<file path="src/rtl/tlc_pkg.sv">
// Shared phase, light and width definitions for the multi-way traffic-light controller.
package tlc_pkg;

  localparam int unsigned PHASE_W = 2;

  typedef enum logic [PHASE_W-1:0] {
    GREEN  = 2'b00,
    YELLOW = 2'b01,
    ALLRED = 2'b10
  } phase_e;

  localparam logic [2:0] LIGHT_GREEN  = 3'b001;
  localparam logic [2:0] LIGHT_YELLOW = 3'b010;
  localparam logic [2:0] LIGHT_RED    = 3'b100;

  // Lamp pattern of the owning approach for a given phase.
  function automatic logic [2:0] light_code(input phase_e ph);
    case (ph)
      GREEN:   light_code = LIGHT_GREEN;
      YELLOW:  light_code = LIGHT_YELLOW;
      default: light_code = LIGHT_RED;
    endcase
  endfunction

endpackage

</file>
<file path="src/rtl/tlc_rr_pick.sv">
// Round-robin next-way selector: first approach with demand after active_way, own way excluded.
module tlc_rr_pick #(
  parameter int unsigned N_WAYS = 4
) (
  input  logic [$clog2(N_WAYS)-1:0] active_way,
  input  logic [N_WAYS-1:0]         demand,
  output logic [$clog2(N_WAYS)-1:0] next_way,
  output logic                      found
);

  localparam int unsigned WAY_W = $clog2(N_WAYS);

  logic [WAY_W:0]   sum;
  logic [WAY_W-1:0] idx;

  always_comb begin
    next_way = active_way;
    found    = 1'b0;
    sum      = '0;
    idx      = '0;
    for (int k = 1; k < int'(N_WAYS); k++) begin
      sum = {1'b0, active_way} + (WAY_W+1)'(k);
      if (sum >= (WAY_W+1)'(N_WAYS)) sum = sum - (WAY_W+1)'(N_WAYS);
      idx = sum[WAY_W-1:0];
      if (!found && demand[idx]) begin
        found    = 1'b1;
        next_way = idx;
      end
    end
  end

endmodule

</file>
<file path="src/rtl/multi_way_tlc.sv">
// N-way traffic-light controller stepped by an external tick strobe.
// Define TLC_DEMAND_SKIP_EN to serve only approaches with waiting demand.
module multi_way_tlc
  import tlc_pkg::*;
#(
  parameter int unsigned N_WAYS       = 4,
  parameter int unsigned GREEN_TICKS  = 4,
  parameter int unsigned YELLOW_TICKS = 1,
  parameter int unsigned ALLRED_TICKS = 1,
  parameter int unsigned CNT_W        = 8
) (
  input  logic                      clk,
  input  logic                      rst,
  input  logic                      tick,
  input  logic                      force_next,
  input  logic [N_WAYS-1:0]         demand,
  output logic [3*N_WAYS-1:0]       lights,
  output logic [$clog2(N_WAYS)-1:0] active_way,
  output logic [1:0]                phase,
  output logic [CNT_W-1:0]          elapsed
);

  localparam int unsigned WAY_W  = $clog2(N_WAYS);
  localparam int unsigned A_LAST = (ALLRED_TICKS == 0) ? 0 : ALLRED_TICKS - 1;

  localparam logic [CNT_W-1:0] G_LAST_C = CNT_W'(GREEN_TICKS - 1);
  localparam logic [CNT_W-1:0] Y_LAST_C = CNT_W'(YELLOW_TICKS - 1);
  localparam logic [CNT_W-1:0] A_LAST_C = CNT_W'(A_LAST);

  localparam logic [3*N_WAYS-1:0] RST_LIGHTS = {{(N_WAYS-1){LIGHT_RED}}, LIGHT_GREEN};

  phase_e                phase_q, phase_d;
  logic [WAY_W-1:0]      way_q, way_d;
  logic [WAY_W-1:0]      next_q, next_d;
  logic [CNT_W-1:0]      cnt_q, cnt_d;
  logic [3*N_WAYS-1:0]   lights_q, lights_d;
  logic [WAY_W-1:0]      seq_next;
  logic                  green_end;

  assign seq_next  = (way_q == WAY_W'(N_WAYS - 1)) ? '0 : way_q + WAY_W'(1);
  assign green_end = force_next || (tick && (cnt_q == G_LAST_C));

`ifdef TLC_DEMAND_SKIP_EN
  logic [WAY_W-1:0] pick_way;
  logic             pick_found;

  tlc_rr_pick #(.N_WAYS(N_WAYS)) u_rr_pick (
    .active_way (way_q),
    .demand     (demand),
    .next_way   (pick_way),
    .found      (pick_found)
  );
`else
  logic unused_demand;
  assign unused_demand = ^{demand, seq_next};
`endif

  always_ff @(posedge clk or posedge rst) begin
    if (rst) begin
      phase_q  <= GREEN;
      way_q    <= '0;
      next_q   <= '0;
      cnt_q    <= '0;
      lights_q <= RST_LIGHTS;
    end else begin
      phase_q  <= phase_d;
      way_q    <= way_d;
      next_q   <= next_d;
      cnt_q    <= cnt_d;
      lights_q <= lights_d;
    end
  end

  // Phase sequencing; force_next pre-empts a same-cycle tick in GREEN.
  always_comb begin
    phase_d  = phase_q;
    way_d    = way_q;
    next_d   = next_q;
    cnt_d    = cnt_q;
    lights_d = '0;
    case (phase_q)
      GREEN: begin
        if (green_end) begin
          cnt_d = '0;
`ifdef TLC_DEMAND_SKIP_EN
          if (pick_found) begin
            phase_d = YELLOW;
            next_d  = pick_way;
          end
`else
          phase_d = YELLOW;
          next_d  = seq_next;
`endif
        end else if (tick) begin
          cnt_d = cnt_q + CNT_W'(1);
        end
      end
      YELLOW: begin
        if (tick) begin
          if (cnt_q == Y_LAST_C) begin
            cnt_d = '0;
            if (ALLRED_TICKS == 0) begin
              phase_d = GREEN;
              way_d   = next_q;
            end else begin
              phase_d = ALLRED;
            end
          end else begin
            cnt_d = cnt_q + CNT_W'(1);
          end
        end
      end
      ALLRED: begin
        if (tick) begin
          if (cnt_q == A_LAST_C) begin
            cnt_d   = '0;
            phase_d = GREEN;
            way_d   = next_q;
          end else begin
            cnt_d = cnt_q + CNT_W'(1);
          end
        end
      end
      default: begin
        phase_d = GREEN;
        way_d   = '0;
        cnt_d   = '0;
      end
    endcase
    // Lamps follow the next state so they update alongside phase.
    for (int i = 0; i < int'(N_WAYS); i++) begin
      lights_d[3*i +: 3] = LIGHT_RED;
      if (WAY_W'(i) == way_d) lights_d[3*i +: 3] = light_code(phase_d);
    end
  end

  assign lights     = lights_q;
  assign active_way = way_q;
  assign phase      = phase_q;
  assign elapsed    = cnt_q;

endmodule

</file>
<file path="config.mk">
export PLATFORM = sky130hd
export DESIGN_NAME = multi_way_tlc
export DESIGN_NICKNAME = d
export VERILOG_FILES = /design/src/rtl/tlc_pkg.sv /design/src/rtl/tlc_rr_pick.sv /design/src/rtl/multi_way_tlc.sv
export SDC_FILE = /design/constraint.sdc
export NUM_CORES = 1
export LEC_CHECK = 0
export BUFFER_PORTS_ARGS = -buffer_cell sky130_fd_sc_hd__buf_4
export CORE_UTILIZATION = 40
export DETAILED_ROUTE_END_ITERATION = 16
export SYNTH_ARGS = -nofsm -noshare
export SYNTH_HDL_FRONTEND = slang
export SYNTH_SLANG_ARGS = --single-unit
</file>
<file path="constraint.sdc">
create_clock -name clk -period 4 [get_ports clk]
set_input_delay 1 -clock clk [delete_from_list [all_inputs] [get_ports clk]]
set_output_delay 1 -clock clk [all_outputs]
set_load 0.05 [all_outputs]
</file>
==> impl_metrics.tcl, run 1 <==
set metrics [dict create \
    ios 32 \
    multi_input_area_um2 692 \
    synth_cells 140 \
    htreeDepth 1 \
    avgSynthCellArea_um2 10.0 \
    clk-insertion-delay-late_ns 0.32 \
    crit_arrival_ns 2.66 \
    critPathMaxFanout 8 \
    rr_startpoint "elapsed[0]$_DFFE_PP0P_" \
    r2r_slack_ns 1.66 \
    gp_congestion 0.867 \
    path_clk_slew_ns 0.14 \
    die-area_mm2 0.00375 \
    cp_slowest_cell "or3b_1" \
    overflow 0 \
    dp_hpwl_mm 2.27 \
    die_w_um 61.3 \
    area_delta_synth_final_pct 19.4 \
    cts_made_buffers 3 \
    setup_viol 0 \
    fin_cells 213 \
    synth_cell_types 47 \
    endpoint_kind "flop" \
    antenna_found_initial 0 \
    r2r-end "lights[8]$_DFF_PP1_" \
    ys_warn_count 0 \
    finalCritPeriodShare_pct 60.0 \
    async_flop_share_pct 100 \
    holdBufCountCts 0 \
    nets 184 \
    clock-sinks 26 \
    min_delay_path_depth 1 \
    die_h_um 61.3 \
    path_cells "buf_4, nor4b_4, nand4_1, a221oi_2, or3b_1, or2_1" \
    max-slew-margin-rel_pct 38.8 \
    grt_usage_pct 17.4 \
    ys_ff_latch 26 \
    required_ns 4.26 \
    syn-num-nets 156 \
    drive_gt1_share_pct 27.5 \
    grt_setup_unrepaired "false" \
    slew_viol_final 0 \
    dr.pass1.iters 4 \
    synth-main-ff-cell "dfrtp_1" \
    fmax_ghz 0.416 \
    min_path_type "flop to flop" \
    tritoncts "yes" \
    wl_mm 2.92 \
    final.min_clock_period_ns 2.40 \
    initial_core_util_pct 41.8 \
    vias_per_cell 5.32 \
    final_common_cell "buf_4" \
    criticalPathCategory "input pin to flop" \
    grt_first_pass_wirelength_mm 4.82 \
    status "complete, no violations" \
    vdd.ir_drop.worst_v 0.000168 \
    powerDensity_mw_per_mm2 650 \
    drt-initial-drc-count 12 \
    nFillCells 328 \
    worstHoldEndpoint "next_q[0]$_DFFE_PP0P_" \
    synth-edff-count 0 \
    num_rows 21 \
    critical_path.max_stage_delay_ns 0.43 \
    tns_ns 0 \
    vias 1134 \
    leakagePower_nw 0.762 \
    cts_resized 0 \
    cts.path.max_buffers 2 \
    timing.hold.ws_ns 0.565 \
    drc_errors 0 \
    grt_max_degree 27 \
    tightest_slew_ns 0.918 \
    diodes 0 \
    ff_latch_area_um2 656 \
    cts_root_buffer "clkbuf_4" \
    r2r_cells 7 \
    startpoint_type "input pin" \
    wl_per_cell_um 13.7 \
    post_cts_buffers 0 \
    final_cell_area_mm2 0.00168 \
    layout_common_cells "27 x buf_4, 22 x dfrtp_1, 14 x nor2_1, 11 x nand2_1, 9 x inv_1" \
    clock_skew_ns 0.00625 \
    synth_area_mm2 0.00141 \
    cap_violations 0 \
    core_mm2 0.00336 \
    grt_pass1_vias 1057 \
    drtAntennaViolNets 0 \
    min_from "next_q[0]$_DFFE_PP0P_" \
    yosysSeqAreaShare_pct 46.7 \
    io_buffers 27 \
    dpl.cell_count 209 \
    hold_viol_final 0 \
    placed_area_mm2 0.00164 \
]
-- worst max-delay path by stage --
| stage | from | endpoint | slack [ns] | depth (start not counted) |
|---|---|---|---|---|
| after floorplan | tick | lights[5]$_DFF_PP1_ | 1.58 | 5 |
| after global placement | tick | lights[8]$_DFF_PP1_ | 1.31 | 6 |
| after detailed placement | tick | lights[8]$_DFF_PP1_ | 1.26 | 6 |
| after CTS | tick | lights[8]$_DFF_PP1_ | 1.60 | 6 |
| after global routing | phase[0]$_DFF_PP0_ | elapsed[6]$_DFFE_PP0P_ | 1.43 | 7 |
| final | tick | lights[8]$_DFF_PP1_ | 1.60 | 6 |
-- registers in the layout (all words and copies together) (netlist names) --
name,cells
next_q,2
active_way,2
elapsed,8
lights,12
phase,2
-- final cells by class --
type	instances	area share, %
Clock buffer	4	2.16
Inverter	9	2.01
Multi-Input combinational cell	101	41.2
Sequential cell	26	39.1
Tap cell	46	3.43
Timing Repair Buffer	27	12.1
-- worst max-delay path: cells and delay by family --
kind	cells	cell delay, ns
buf+inv	1	0.09
simple gates	4	1.25
compound gates	1	0.31
-- cell families after synthesis --
family                   count (synthesis)  share of synthesized area [%]
multiplexers                             2                           1.60
flip-flops                              26                           46.7
AO/OA/AOI/OAI                           32                           15.5
XOR/XNOR                                 4                           2.49
adder cells (fa/ha/maj)                  8                           7.12
AND/OR/NAND/NOR                         55                           22.5
buffers and inverters                   13                           4.10
-- power breakdown --
group | total (W) | internal [W] | leakage (nW) | switching [W]
logic | 0.000589 | 0.000192 | 0.404 | 0.000397
registers | 0.000371 | 0.000319 | 0.338 | 0.0000514
clock network | 0.000130 | 0.0000556 | 0.0210 | 0.0000744
total | 0.00109 | 0.000567 | 0.762 | 0.000523
-- through the flow --
stage	util (%)	power, W	setup slack (ns)
6_report	49.9	0.00109	1.60
5_1_grt	49.9	0.00117	1.43
3_3_place_gp	48.8	0.000949	1.31
2_1_floorplan	-	0.000813	1.58
4_1_cts	49.9	0.00110	1.60
3_5_place_dp	48.8	0.000966	1.26
-- Yosys cell counts, types with 3 or more instances --
cell type,instances,share of area (%)
a211oi_1,3,1.6
a21oi_1,5,1.8
dfrtp_1,22,39
dfstp_2,4,7.5
ha_1,8,7.1
inv_1,9,2.4
nand2_1,11,2.9
nand2b_1,3,1.3
nand3_1,4,1.4
nor2_1,14,3.7
nor3_1,5,1.8
o21ai_0,7,2.5
xnor2_1,4,2.5
-- routing by layer --
| metal | vias to the layer above | global-route usage (%) | part of all wire [%] |
|---|---|---|---|
| met5 | - | 0 | 0 |
| met4 | 0 | 5.84 | 1.1 |
| met3 | 4 | 2.52 | 5.0 |
| met2 | 36 | 32.9 | 53 |
| met1 | 542 | 19.8 | 41 |
| li1 | 552 | - | - |
No activity file was read; power rests on OpenSTA's default activity.
==> run 2, diff against run 1 <==
Settings changed: ABC_AREA from default to 1.
Clock period 4 ns to 2.15 ns, I/O delays scaled along.
==> run 2 against run 1 <==
Synthesized area decreased by 4.4%. Worst hold slack got worse by 0.33 ns. Final cell count increased by 7.0%. Clock skew decreased by 0.0037 ns. Sequential share of layout area increased by 0.50 points. Global-route usage decreased by 0.19 points. Via count decreased by 5.6%. Design area decreased by 1.3%. First-iteration DRC count increased to 3.7 times the previous value. Critical path depth increased by 3. Critical path type is now flop to flop.
==> impl_metrics.tcl, run 2 <==
set metrics [dict create \
    yosys-top-cells-area "dfrtp_1 41%, dfstp_2 7.8%, ha_1 7.4%, nor2_1 7.0%, nand2_2 6.1%" \
    critPathMaxFanout 11 \
    io_buffers 27 \
    nets 201 \
    num_rows 20 \
    clock-sinks 26 \
    overflow 0 \
    netlist.area_leader.share_pct 41.0 \
    timing.hold.ws_ns 0.232 \
    path_clk_slew_ns 0.14 \
    layout_common_cells "28 x buf_4, 25 x nor2_1, 22 x dfrtp_1, 18 x inv_1, 14 x nand2_1" \
    clock_skew_ns 0.00254 \
    core_mm2 0.00313 \
    endpoint_kind "flop" \
    vias 1071 \
    dpl.cell_count 224 \
    crit_arrival_ns 2.06 \
    place_ws_ns 0.336 \
    yosysSeqAreaShare_pct 48.8 \
    tightest_slew_ns 0.530 \
    grt_setup_unrepaired "false" \
    die-area_mm2 0.00360 \
    synth-edff-count 0 \
    ys_ff_latch 26 \
    post_cts_buffers 0 \
    die_h_um 60.0 \
    required_ns 2.37 \
    grt_max_degree 16 \
    ys_warn_count 0 \
    hold_viol_final 0 \
    die_w_um 60.0 \
    power.total_w 0.00221 \
    criticalPathCategory "flop to flop" \
    antenna_found_initial 0 \
    max-slew-margin-rel_pct 64.6 \
    cts_root_buffer "clkbuf_4" \
    drive_gt1_share_pct 34.8 \
    fin_cells 228 \
    vdd.ir_drop.worst_v 0.000584 \
    area_delta_synth_final_pct 23.3 \
    cts.path.max_buffers 2 \
    dp_hpwl_mm 2.05 \
    clk-insertion-delay-late_ns 0.32 \
    cap_violations 0 \
    powerDensity_mw_per_mm2 1330 \
    ios 32 \
    final_common_cell "buf_4" \
    htreeDepth 1 \
    grt_pass1_vias 1080 \
    tns_ns 0 \
    cts_made_buffers 3 \
    finalCritPeriodShare_pct 85.6 \
    gp_congestion 0.803 \
    initial_core_util_pct 43.0 \
    cts_resized 0 \
    final.min_clock_period_ns 1.84 \
    setup_viol 0 \
    drtAntennaViolNets 0 \
    vias_per_cell 4.70 \
    grt_first_pass_wirelength_mm 4.61 \
    startpoint_type "flop" \
    min_path_type "input pin to async pin" \
    synth_top_cell_by_area "dfrtp_1" \
    synth_area_mm2 0.00134 \
    synthTopCellsByCount "25 x nor2_1, 22 x dfrtp_1, 18 x inv_1" \
    slew_viol_final 0 \
    layout_setup_ws_ns 0.310 \
    fmax_ghz 0.543 \
    status "complete, no violations" \
    dr.pass1.iters 4 \
    synth_cell_types 26 \
    leakagePower_nw 0.884 \
    synth-main-ff-cell "dfrtp_1" \
    grt_usage_pct 17.2 \
    holdBufCountCts 0 \
    wl_mm 2.65 \
    diodes 0 \
    drc_errors 0 \
    synth_cells 153 \
    async_flop_share_pct 100 \
    wl_per_cell_um 11.6 \
    syn-num-nets 169 \
    tritoncts "yes" \
    drt-initial-drc-count 44 \
    largest_reg_flops 12 \
    avgSynthCellArea_um2 8.78 \
    synth.most_common_cell "nor2_1" \
]
-- run 2: per-stage QoR --
step,util (%),area (um^2)
global route,53.0,1660
global placement,51.3,1600
CTS,53.0,1660
detailed placement,51.3,1600
floorplan,-,1340
finish,53.0,1660
-- run 2: worst max-delay path, cell delays in order, from the launching register on --
cell and delay (ns):
dfrtp_1 0.44, inv_1 0.11, ha_1 0.31, inv_1 0.07
o21ai_1 0.06, nand2_1 0.26, inv_2 0.08, nor2_1 0.14
xor2_1 0.19, nor2_1 0.07
-- run 2: final cells by class --
class / instances / area (um^2)
Multi-Input combinational cell: 100 / 584
Clock inverter: 1 / 30.0
Fill cell: 316 / 1470
Timing Repair Buffer: 28 / 210
Tap cell: 44 / 55.1
Clock buffer: 3 / 22.5
Inverter: 26 / 98.8
Sequential cell: 26 / 656
-- run 2: worst paths after layout --
path	startpoint	endpoint	slack, ns	depth (start not counted)
setup / recovery	phase[0]$_DFF_PP0_	elapsed[3]$_DFFE_PP0P_	0.31	9
hold / removal	rst	lights[10]$_DFF_PP0_	0.23	2
setup reg to reg	phase[0]$_DFF_PP0_	elapsed[3]$_DFFE_PP0P_	0.31	9
hold reg to reg	next_q[0]$_DFFE_PP0P_	next_q[0]$_DFFE_PP0P_	0.50	2
max in group asynchronous	rst	elapsed[3]$_DFFE_PP0P_	1.35	3
min in group clk	next_q[0]$_DFFE_PP0P_	next_q[0]$_DFFE_PP0P_	0.50	2
-- run 2: metal layers --
layer / GRT usage [%] / part of all wire [%]
met1: 21.1 / 45
met2: 30.5 / 51
met3: 1.95 / 3.1
met4: 6.98 / 1.5
met5: 0 / 0
-- run 2: kinds of logic after synthesis --
kind of cell,count (synthesis),share of synthesized area (%)
simple gates,75,27.6
compound gates,12,5.21
buf+inv,27,7.73
flops,26,48.8
xor+xnor,5,3.26
fa+ha+maj,8,7.45
-- run 2: report_power, final --
part | leakage, nW | switching, W | internal [W]
sequential | 0.338 | 0.0000800 | 0.000617
combinational | 0.517 | 0.000826 | 0.000353
clock | 0.0279 | 0.000145 | 0.000189
==> run 3, diff against run 2 <==
Settings changed: CTS_BUF_LIST from default to sky130_fd_sc_hd__clkbuf_16, RECOVER_POWER from default to 100.
==> run 3 against run 2 <==
Sequential share of layout area up 1.8 points. Global-route usage up 0.78 points. Clock-buffer cell count unchanged. Register-to-register slack worse by 0.06 ns. Setup slack worse by 0.057 ns. Critical path depth unchanged. Sequential power about the same. Clock power up 61%. Largest power group unchanged. Highest routed layer unchanged.
==> impl_metrics.tcl, run 3 (same netlist as run 2, synthesis figures left out) <==
set metrics [dict create \
    status "complete, no violations" \
    die-area_mm2 0.00360 \
    htreeDepth 1 \
    drive_gt1_share_pct 14.7 \
    slew_viol_final 0 \
    diodes 0 \
    r2r_slack_ns 0.25 \
    clock-sinks 26 \
    nets 201 \
    finalCritPeriodShare_pct 88.3 \
    grt_first_pass_wirelength_mm 4.70 \
    r2r_cells 9 \
    clk-insertion-delay-late_ns 0.26 \
    dp_hpwl_mm 2.05 \
    tritoncts "yes" \
    multi_input_area_um2 554 \
    path_cells "inv_1, ha_1, inv_1, o21ai_0, nand2_1, inv_1, nor2_1, xor2_1, nor2_1" \
    final.min_clock_period_ns 1.90 \
    die_w_um 60.0 \
    drt-initial-drc-count 46 \
    num_rows 20 \
    largest_reg_flops 12 \
    setup_viol 0 \
    hold_viol_final 0 \
    die_h_um 60.0 \
    powerDensity_mw_per_mm2 1440 \
    criticalPathCategory "flop to flop" \
    dr.pass1.iters 4 \
    io_buffers 27 \
    vias 1070 \
    endpoint_kind "flop" \
    final_cell_area_mm2 0.00159 \
    tns_ns 0 \
    critPathBufInv 3 \
    startpoint_type "flop" \
    crit_path_frequent_cell "inv_1" \
    core_mm2 0.00313 \
    required_ns 2.29 \
    area_delta_synth_final_pct 18.0 \
    vdd.ir_drop.worst_v 0.000651 \
    cts.path.max_buffers 2 \
    crit_arrival_ns 2.03 \
    grt_pass1_vias 1087 \
    wl_per_cell_um 11.8 \
    grt_setup_unrepaired "false" \
    grt_max_degree 16 \
    min_path_type "input pin to async pin" \
    post_cts_buffers 0 \
    cts_resized 0 \
    gp_congestion 0.803 \
    wl_mm 2.70 \
    timing.hold.ws_ns 0.316 \
    fmax_ghz 0.527 \
    r2r-end "elapsed[3]$_DFFE_PP0P_" \
    holdBufCountCts 0 \
    critPathTopFamily "simple AND/OR/NAND/NOR gates" \
    overflow 0 \
    drtAntennaViolNets 0 \
    initial_core_util_pct 43.0 \
    grt_usage_pct 18.0 \
    ff_latch_area_um2 656 \
    cp_slowest_cell "dfrtp_1" \
    tightest_slew_ns 0.692 \
    critical_path.max_stage_delay_ns 0.41 \
    clock_skew_ns 0.00352 \
    nFillCells 344 \
    critPathMaxFanout 11 \
    leakagePower_nw 0.804 \
    placed_area_mm2 0.00160 \
    cap_violations 0 \
    max-slew-margin-rel_pct 53.9 \
    rr_startpoint "phase[0]$_DFF_PP0_" \
    cts_made_buffers 3 \
    path_clk_slew_ns 0.06 \
    cts_root_buffer "clkbuf_16" \
    ios 32 \
    antenna_found_initial 0 \
    drc_errors 0 \
    layout_common_cells "25 x nor2_1, 25 x clkbuf_1, 22 x nand2_1, 22 x dfrtp_1, 20 x inv_1" \
    vias_per_cell 4.69 \
]
[run 3: cell count changes in the layout (fill, tap and decap cells not counted)]
cell       previous run  this run
nand3_2               2         0
clkbuf_16             0         3
buf_4                28         2
nand2_1              14        22
nand2_2              13         5
o21ai_1               1         0
o21ai_0               2         3
nand3_1              12        14
inv_2                 7         5
inv_1                18        20
clkbuf_4              3         1
clkbuf_1              0        25
[run 3: area by class of cell]
cell class                 count  share of cell area, %
multi-input combinational    100                   35.0
tap                           44                   3.47
clock inverter                 1                   1.89
timing repair buffer          28                   7.34
clock buffer                   3                   4.74
inverter                      26                   6.24
sequential                    26                   41.4
[run 3: metal layers]
| metal | vias up | part of all wire (%) | GRT usage [%] |
|---|---|---|---|
| met5 | - | 0 | 0 |
| met4 | 0 | 1.5 | 6.98 |
| met3 | 5 | 3.3 | 4.55 |
| met2 | 17 | 51 | 31.3 |
| met1 | 507 | 44 | 21.1 |
| li1 | 541 | - | - |
[run 3: where the power goes]
group | switching [W] | internal (W)
combinational | 0.000803 | 0.000250
clock | 0.000164 | 0.000370
sequential | 0.0000775 | 0.000619
total | 0.00104 | 0.00124
[run 3: per-stage QoR]
stage          setup WS (ns)  util, %  cells  total power [W]
3_3_place_gp           0.343     51.3    224          0.00188
4_1_cts                0.307     54.6    228          0.00244
5_1_grt               0.0664     50.7    228          0.00244
3_5_place_dp           0.336     51.3    224          0.00189
2_1_floorplan          0.195        -    153          0.00160
6_report               0.252     50.7    228          0.00228
[run 3: worst max path at each step]
stage | from | to | slack, ns | cells past startpoint
global placement | phase[0]$_DFF_PP0_ | elapsed[7]$_DFFE_PP0P_ | 0.34 | 9
global route | phase[1]$_DFF_PP0_ | elapsed[4]$_DFFE_PP0P_ | 0.07 | 8
floorplan | phase[0]$_DFF_PP0_ | elapsed[3]$_DFFE_PP0P_ | 0.20 | 10
CTS | phase[0]$_DFF_PP0_ | elapsed[7]$_DFFE_PP0P_ | 0.31 | 9
finish | phase[0]$_DFF_PP0_ | elapsed[3]$_DFFE_PP0P_ | 0.25 | 9
detailed placement | phase[0]$_DFF_PP0_ | elapsed[7]$_DFFE_PP0P_ | 0.34 | 9
